==> src/rtl/mem_arbiter_if.sv <==
// Bus bundle between the two requesters, the arbiter and the data memory.
// slave = arbiter view, master = requester/memory environment view.
interface mem_arbiter_if #(
  parameter int ADDR_W = 32,
  parameter int DATA_W = 32
);
  logic              m0_req;
  logic [ADDR_W-1:0] m0_addr;
  logic              m0_gnt;
  logic              m0_rvalid;
  logic [DATA_W-1:0] m0_rdata;

  logic              m1_req;
  logic              m1_we;
  logic [ADDR_W-1:0] m1_addr;
  logic [DATA_W-1:0] m1_wdata;
  logic              m1_gnt;
  logic              m1_rvalid;
  logic [DATA_W-1:0] m1_rdata;

  logic              mem_re;
  logic              mem_we;
  logic [ADDR_W-1:0] mem_addr;
  logic [DATA_W-1:0] mem_wdata;
  logic [DATA_W-1:0] mem_rdata;

  modport slave (
    input  m0_req, m0_addr, m1_req, m1_we, m1_addr, m1_wdata, mem_rdata,
    output m0_gnt, m0_rvalid, m0_rdata, m1_gnt, m1_rvalid, m1_rdata,
           mem_re, mem_we, mem_addr, mem_wdata
  );

  modport master (
    output m0_req, m0_addr, m1_req, m1_we, m1_addr, m1_wdata, mem_rdata,
    input  m0_gnt, m0_rvalid, m0_rdata, m1_gnt, m1_rvalid, m1_rdata,
           mem_re, mem_we, mem_addr, mem_wdata
  );
endinterface

==> src/rtl/mem_arbiter.sv <==
// Two-requester data-memory arbiter: fetch (0, read-only) and load/store (1).
// Define MEM_ARB_RR_EN for round-robin arbitration; default is fixed priority to requester 1.
module mem_arbiter #(
  parameter int ADDR_W = 32,
  parameter int DATA_W = 32,
  parameter int LAT    = 1
) (
  input  logic          clk,
  input  logic          rstn,
  mem_arbiter_if.slave  bus
);
  localparam int CNT_W = 3;

  typedef enum logic [1:0] {
    S_IDLE = 2'd0,
    S_CMD  = 2'd1,
    S_WAIT = 2'd2,
    S_RESP = 2'd3
  } state_t;

  state_t            r_state;
  logic [CNT_W-1:0]  r_cnt;
  logic              r_owner;
  logic              r_m0_gnt;
  logic              r_m1_gnt;
  logic              r_m0_rvalid;
  logic              r_m1_rvalid;
  logic [DATA_W-1:0] r_m0_rdata;
  logic [DATA_W-1:0] r_m1_rdata;
  logic              r_mem_re;
  logic              r_mem_we;
  logic [ADDR_W-1:0] r_mem_addr;
  logic [DATA_W-1:0] r_mem_wdata;

  logic w_any;
  logic w_win;

  assign w_any = bus.m0_req | bus.m1_req;

`ifdef MEM_ARB_RR_EN
  logic r_last;
  // On contention the requester that did not own the previous command wins.
  assign w_win = (bus.m0_req & bus.m1_req) ? ~r_last : bus.m1_req;
`else
  assign w_win = bus.m1_req;
`endif

  always_ff @(posedge clk or negedge rstn) begin
    if (!rstn) begin
      r_state     <= S_IDLE;
      r_cnt       <= '0;
      r_owner     <= 1'b0;
      r_m0_gnt    <= 1'b0;
      r_m1_gnt    <= 1'b0;
      r_m0_rvalid <= 1'b0;
      r_m1_rvalid <= 1'b0;
      r_m0_rdata  <= '0;
      r_m1_rdata  <= '0;
      r_mem_re    <= 1'b0;
      r_mem_we    <= 1'b0;
      r_mem_addr  <= '0;
      r_mem_wdata <= '0;
`ifdef MEM_ARB_RR_EN
      r_last      <= 1'b1;
`endif
    end else begin
      r_m0_gnt    <= 1'b0;
      r_m1_gnt    <= 1'b0;
      r_m0_rvalid <= 1'b0;
      r_m1_rvalid <= 1'b0;
      r_mem_re    <= 1'b0;
      r_mem_we    <= 1'b0;
      case (r_state)
        S_IDLE, S_RESP: begin
          // The command registers double as the latched transaction.
          if (w_any) begin
            r_owner     <= w_win;
            r_m0_gnt    <= ~w_win;
            r_m1_gnt    <= w_win;
            r_mem_addr  <= w_win ? bus.m1_addr : bus.m0_addr;
            r_mem_wdata <= w_win ? bus.m1_wdata : '0;
            r_mem_we    <= w_win & bus.m1_we;
            r_mem_re    <= ~(w_win & bus.m1_we);
            r_state     <= S_CMD;
          end else begin
            r_state     <= S_IDLE;
          end
        end
        S_CMD: begin
`ifdef MEM_ARB_RR_EN
          r_last <= r_owner;
`endif
          if (r_mem_we) begin
            r_state <= S_IDLE;
          end else begin
            r_cnt   <= CNT_W'(LAT);
            r_state <= S_WAIT;
          end
        end
        S_WAIT: begin
          if (r_cnt == CNT_W'(1)) begin
            r_cnt <= '0;
            if (r_owner) begin
              r_m1_rdata  <= bus.mem_rdata;
              r_m1_rvalid <= 1'b1;
            end else begin
              r_m0_rdata  <= bus.mem_rdata;
              r_m0_rvalid <= 1'b1;
            end
            r_state <= S_RESP;
          end else begin
            r_cnt <= r_cnt - 1'b1;
          end
        end
        default: r_state <= S_IDLE;
      endcase
    end
  end

  assign bus.m0_gnt    = r_m0_gnt;
  assign bus.m1_gnt    = r_m1_gnt;
  assign bus.m0_rvalid = r_m0_rvalid;
  assign bus.m1_rvalid = r_m1_rvalid;
  assign bus.m0_rdata  = r_m0_rdata;
  assign bus.m1_rdata  = r_m1_rdata;
  assign bus.mem_re    = r_mem_re;
  assign bus.mem_we    = r_mem_we;
  assign bus.mem_addr  = r_mem_addr;
  assign bus.mem_wdata = r_mem_wdata;

endmodule

==> src/flat_wrapper.sv <==
// flat-port wrapper written by rule: the top's interface ports become plain ports
module mem_arbiter_flat 
#(
  parameter int ADDR_W = 32,
  parameter int DATA_W = 32,
  parameter int LAT    = 1
)
  (clk, rstn, bus_m0_req, bus_m0_addr, bus_m1_req, bus_m1_we, bus_m1_addr, bus_m1_wdata, bus_mem_rdata, bus_m0_gnt, bus_m0_rvalid, bus_m0_rdata, bus_m1_gnt, bus_m1_rvalid, bus_m1_rdata, bus_mem_re, bus_mem_we, bus_mem_addr, bus_mem_wdata);
  mem_arbiter_if #(.ADDR_W(ADDR_W), .DATA_W(DATA_W)) bus_i ();
  input  logic clk;
  input  logic rstn;
  input wire logic [$bits(bus_i.m0_req)-1:0] bus_m0_req;
  input wire logic [$bits(bus_i.m0_addr)-1:0] bus_m0_addr;
  input wire logic [$bits(bus_i.m1_req)-1:0] bus_m1_req;
  input wire logic [$bits(bus_i.m1_we)-1:0] bus_m1_we;
  input wire logic [$bits(bus_i.m1_addr)-1:0] bus_m1_addr;
  input wire logic [$bits(bus_i.m1_wdata)-1:0] bus_m1_wdata;
  input wire logic [$bits(bus_i.mem_rdata)-1:0] bus_mem_rdata;
  output wire logic [$bits(bus_i.m0_gnt)-1:0] bus_m0_gnt;
  output wire logic [$bits(bus_i.m0_rvalid)-1:0] bus_m0_rvalid;
  output wire logic [$bits(bus_i.m0_rdata)-1:0] bus_m0_rdata;
  output wire logic [$bits(bus_i.m1_gnt)-1:0] bus_m1_gnt;
  output wire logic [$bits(bus_i.m1_rvalid)-1:0] bus_m1_rvalid;
  output wire logic [$bits(bus_i.m1_rdata)-1:0] bus_m1_rdata;
  output wire logic [$bits(bus_i.mem_re)-1:0] bus_mem_re;
  output wire logic [$bits(bus_i.mem_we)-1:0] bus_mem_we;
  output wire logic [$bits(bus_i.mem_addr)-1:0] bus_mem_addr;
  output wire logic [$bits(bus_i.mem_wdata)-1:0] bus_mem_wdata;
  assign bus_i.m0_req = bus_m0_req;
  assign bus_i.m0_addr = bus_m0_addr;
  assign bus_i.m1_req = bus_m1_req;
  assign bus_i.m1_we = bus_m1_we;
  assign bus_i.m1_addr = bus_m1_addr;
  assign bus_i.m1_wdata = bus_m1_wdata;
  assign bus_i.mem_rdata = bus_mem_rdata;
  assign bus_m0_gnt = bus_i.m0_gnt;
  assign bus_m0_rvalid = bus_i.m0_rvalid;
  assign bus_m0_rdata = bus_i.m0_rdata;
  assign bus_m1_gnt = bus_i.m1_gnt;
  assign bus_m1_rvalid = bus_i.m1_rvalid;
  assign bus_m1_rdata = bus_i.m1_rdata;
  assign bus_mem_re = bus_i.mem_re;
  assign bus_mem_we = bus_i.mem_we;
  assign bus_mem_addr = bus_i.mem_addr;
  assign bus_mem_wdata = bus_i.mem_wdata;
  mem_arbiter #(.ADDR_W(ADDR_W), .DATA_W(DATA_W), .LAT(LAT)) u_core (.clk(clk), .rstn(rstn), .bus(bus_i));
endmodule
==> config.mk <==
export PLATFORM = sky130hd
export DESIGN_NAME = mem_arbiter_flat
export DESIGN_NICKNAME = d
export VERILOG_FILES = /design/src/rtl/mem_arbiter_if.sv /design/src/rtl/mem_arbiter.sv /design/src/flat_wrapper.sv
export SDC_FILE = /design/constraint.sdc
export NUM_CORES = 1
export LEC_CHECK = 0
export ABC_AREA = 0
export CAP_MARGIN = 40
export CORE_ASPECT_RATIO = 0.6
export CORE_MARGIN = 5
export CORE_UTILIZATION = 44
export CTS_CLUSTER_DIAMETER = 40
export DETAILED_ROUTE_END_ITERATION = 8
export GPL_ROUTABILITY_DRIVEN = 0
export PLACE_DENSITY = 0.86
export SLEW_MARGIN = 30
export SYNTH_ARGS = -nofsm -noshare
export SYNTH_HDL_FRONTEND = slang
export SYNTH_SLANG_ARGS = --single-unit
==> constraint.sdc <==
create_clock -name clk -period 4.7 [get_ports clk]
set_clock_uncertainty 0.15 [all_clocks]
set_input_delay 0.94 -clock clk [delete_from_list [all_inputs] [get_ports clk]]
set_output_delay 0.94 -clock clk [all_outputs]
set_load 0.05 [all_outputs]
# After elaboration in Yosys (flattened, before gate mapping)
# Cells that the tools add are included.
# classes
n_addsub	1
n_eq_ne	6
mux	23
bitwise_logic	5
reduce_logical	7
# op_table
operator	count
two-way mux 32 bit	2
two-way mux 1 bit	15
two-way mux 3 bit	2
case mux 2 bit (3 select lines)	1
case mux 3 bit (2 select lines)	1
AND reduction 3 bit	2
== test 2 bit (second input constant)	2
two-way mux 2 bit	2
AND reduction 2 bit	2
== test 3 x 1 -> 1 bit (second input constant)	1
inverter 1 bit	3
subtractor 3 x 1 -> 3 bit (second input constant)	1
== test 2 x 1 -> 1 bit (second input constant)	1
zero test 2 bit	1
!= test 2 x 1 -> 1 bit (second input constant)	1
!= test 2 bit (second input constant)	1
nonzero test 2 bit	1
OR reduction 2 bit	1
AND 1 bit	1
OR 1 bit	1
# word_totals
regBits	140
in_bits	133
word_cells	55

# Depth between registers and ports, before layout
# logic_depth
word_depth	4
depth_mapped	8

# Worst setup path before layout
# No wires, ideal clock.
# synth_path
path_kind	input-to-reg
startpoint	in bus_m1_req
endpoint	reg u_core.r_mem_addr[1] (netlist: u_core.bus.mem_addr[1])
setup_time_ps	83
arrival_time_ps	1871
setup_slack_ps	2597
stages	6
n_path_buf	3
cell_sequence	buf_2 o21ai_2 buf_2 buf_2 nand2_1 o21ai_0
# synth_between
elab_chain_cells	2
word_cells_on_any_way	3
# synth_lines
item	line	text
start, declared	flat_wrapper.sv:14	input wire logic [$bits(bus_i.m1_req)-1:0] bus_m1_req;
OR 1 bit	mem_arbiter.sv:38	assign w_any = bus.m0_req | bus.m1_req;
AND reduction 2 bit (no line)	--	
end signal, assigned	mem_arbiter.sv:80	r_mem_addr <= w_win ? bus.m1_addr : bus.m0_addr;
end, declared	mem_arbiter.sv:32	logic [ADDR_W-1:0] r_mem_addr;
# Parallel ways exist; a longest one is shown, timed or not.
# A chain may end at the register's enable or synchronous reset.

# Final worst setup path
# layout_path
startpoint	reg u_core.r_mem_we (netlist: u_core.bus.mem_we)
endpoint	out bus_mem_we
# layout_lines
item	line	text
start, declared	mem_arbiter.sv:31	logic r_mem_we;
start signal, assigned	mem_arbiter.sv:82	r_mem_we <= w_win & bus.m1_we;
end, declared	flat_wrapper.sv:26	output wire logic [$bits(bus_i.mem_we)-1:0] bus_mem_we;
# No word-level cell between the ends.

==> summary.txt <==
Run status
  – Outcome: complete, no violations

Yosys
  – Post-synth EDFFs: 0
  – Synthesized instance count: 401
  – Syn. warnings: 0
  – Primary FF master, synth: dfrtp_1
  – Post-synth cell types: 30
  – Syn nets: 539
  – Asr flop ratio synth: 100%
  – Post-synthesis instance area: 5550 sq um
  – Fraction of the yosys area taken by sequential cells: 63.1%
  – Avg Synthesized Cell Area: 13.8 sq um
  – FF+latch count, synth: 140

Detailed routing
  – DRC: 0
  – Initial DRC count: 138
  – DRT antenna net count: 0
  – DRT Pass-1 Iters: 4
  – Final wirelength: 16500 microns
  – Vias per inst: 5.04
  – Drt wl/cell: 19.4 microns
  – Via count: about 4.3k

Timing
  – Post-layout min period: 2.80 ns
  – Hold slack final: 0.258 ns
  – F_max: 358 MHz
  – Final Max Tran Viols: 0
  – Slew HR: 62.8%
  – Worst-margin pin slew: 0.556 ns
  – Final number of hold-violating endpoints: 0
  – Setup TNS: 0 ns
  – PnR worst setup slack: 1.90 ns
  – RSZ-0062 raised after global routing: no
  – Setup violators final: 0
  – Fin crit share: 59.5%

Worst setup path
  – Worst-path maximum fanout: 5
  – CP Buf/Inv Count: 1
  – CP max stage delay: 0.87 ns
  – Critical path data arrival time: approximately 1.7 ns
  – CP delay by family, top: buffers and inverters
  – Crit end category: output port
  – WS Path Type: flop to output port
  – Slowest CP cell: clkdlybuf4s50_1
  – Worst path cell trace: clkdlybuf4s50_1
  – Crit. path cell count: 1
  – Worst R2R Path Depth: 6
  – Crit path launch type: flop
  – Critical path data required time: between 3 and 4 ns

Global routing
  – First-pass GRT wire length: 26200 microns
  – Largest net degree at the start of global routing: 77
  – Number of global-route vias before repair: 4736
  – Initial antenna violation count: 0
  – Gr ovfl total: 0
  – GRT Util Overall: 22.0%

Die
  – Die Area: 15000 sq um
  – Area of the core: 12200 sq um
  – Row count: 31
  – Initial core utilization: a little under half
  – Die W: 155 microns
  – I/O pins: 267
  – Die H: between 90 and 100 microns

Clocking
  – Postcts setup bufs: 0
  – CTS resizes: 0
  – Cts bufs inserted: 17
  – H-tree depth: 4
  – Skew-Pair Late Insertion Delay: 0.40 ns
  – Clk pin slew, worst setup/hold paths: 0.06 ns
  – CTS tree: yes
  – Hold-fix buffers at CTS: 0
  – Clock sinks: 140
  – Max clock buf depth: 2
  – Root Buffer: clkbuf_16

Cells and area
  – Final nets: 808
  – Layout area overhead: 62.8%
  – Share of post-route cells with drive strength above 1: 16.0%
  – N_diodes: 0

Place
  – DP HPWL: 12500 microns
  – DP Worst Slack: 1.79 ns
  – Port Buffers: 266

Power
  – Worst vdd rail ir drop: 0.523 mV
  – Total power: 7.83 mW
  – Leakage dissipation: around 4 nW
  – Cell area power density: 867 nW/um^2

Run
  – Max Cap Viol: 0

Worst hold path
  – HP Class: primary input to async pin
## area by class of cell
cell class	count	area (sq um)
clock buffers	19	443
clock inverters	13	165
fillers	796	3180
inverters	8	30.0
multi-input cells	229	1900
flip-flops and latches	140	3500
well taps	165	206
repair buffers	274	2790
## where the power goes
group | internal (mW) | switching, mW
clock network | 0.852 | 0.508
logic | 1.56 | 2.81
registers | 1.78 | 0.328
## placed cells by master (no fill, tap or decap), types with 2 or more instances in the layout
master and count:
inv_1 8, clkinvlp_4 4, dfrtp_1 140, o21ai_0 35
mux2i_1 33, nand2_1 36, buf_16 3, clkdlybuf4s50_1 264
ha_1 5, o221ai_1 2, inv_6 2, nand3_1 2
buf_4 4, and3_1 2, a22o_1 32, clkinv_2 2
clkbuf_16 17, bufinv_16 3, clkinv_4 2, nor2b_1 2
mux2_2 65, nor2_1 2
## routing by layer
layer  wire length [microns]  GRT usage, %  up-vias
met1                    6600          27.2     2093
li1                        -             -     1973
met5                       0             0        -
met3                    1130          6.69       36
met4                     492          8.34        0
met2                    8250          36.4      175
## per-stage QoR
| stage | instances | utilization [%] | instance area (sq um) |
|---|---|---|---|
| 3_5_place_dp | 816 | 69.0 | 8430 |
| 6_report | 848 | 73.9 | 9030 |
| 5_1_grt | 848 | 73.9 | 9030 |
| 3_3_place_gp | 813 | 68.3 | 8340 |
| 2_1_floorplan | 401 | - | 5550 |
| 4_1_cts | 848 | 73.9 | 9030 |
## registers in the layout, indices dropped and copies added (netlist names), 2 cells and up
name                  cells
u_core.r_cnt              3
u_core.r_state            2
u_core.bus.m0_rdata      32
u_core.bus.mem_addr      32
u_core.bus.m1_rdata      32
u_core.bus.mem_wdata     32
## worst paths after layout
check                                          end              startpoint  slack (ns)
min in group clk            u_core.bus.mem_addr[1]  u_core.bus.mem_addr[1]        0.33
setup reg to reg            u_core.bus.m0_rdata[5]         u_core.r_cnt[1]        2.45
setup / recovery                        bus_mem_we       u_core.bus.mem_we        1.90
hold / removal             u_core.bus.m1_rdata[16]                    rstn        0.26
hold reg to reg             u_core.bus.mem_addr[1]  u_core.bus.mem_addr[1]        0.33
max in group asynchronous  u_core.bus.mem_addr[29]                    rstn        3.01
## kinds of logic after synthesis
kind of cell,Yosys count,share of synthesized area (%)
AO/OA/AOI/OAI,76,9.51
AND/OR/NAND/NOR,50,4.24
buffers and inverters,32,2.86
flip-flops,140,63.1
multiplexers,98,19.1
adder cells (fa/ha/maj),5,1.13
## synthesized netlist by cell type, types with 3 or more instances
cell type | number | area [sq um]
inv_1 | 8 | 30.0
o21ai_0 | 35 | 175
a22o_1 | 32 | 280
nand2_1 | 36 | 135
ha_1 | 5 | 62.6
mux2_2 | 65 | 732
clkbuf_1 | 7 | 26.3
mux2i_1 | 33 | 330
dfrtp_1 | 140 | 3500
buf_2 | 13 | 65.1
buf_6 | 3 | 33.8
No activity file was read; power rests on OpenSTA's default activity.
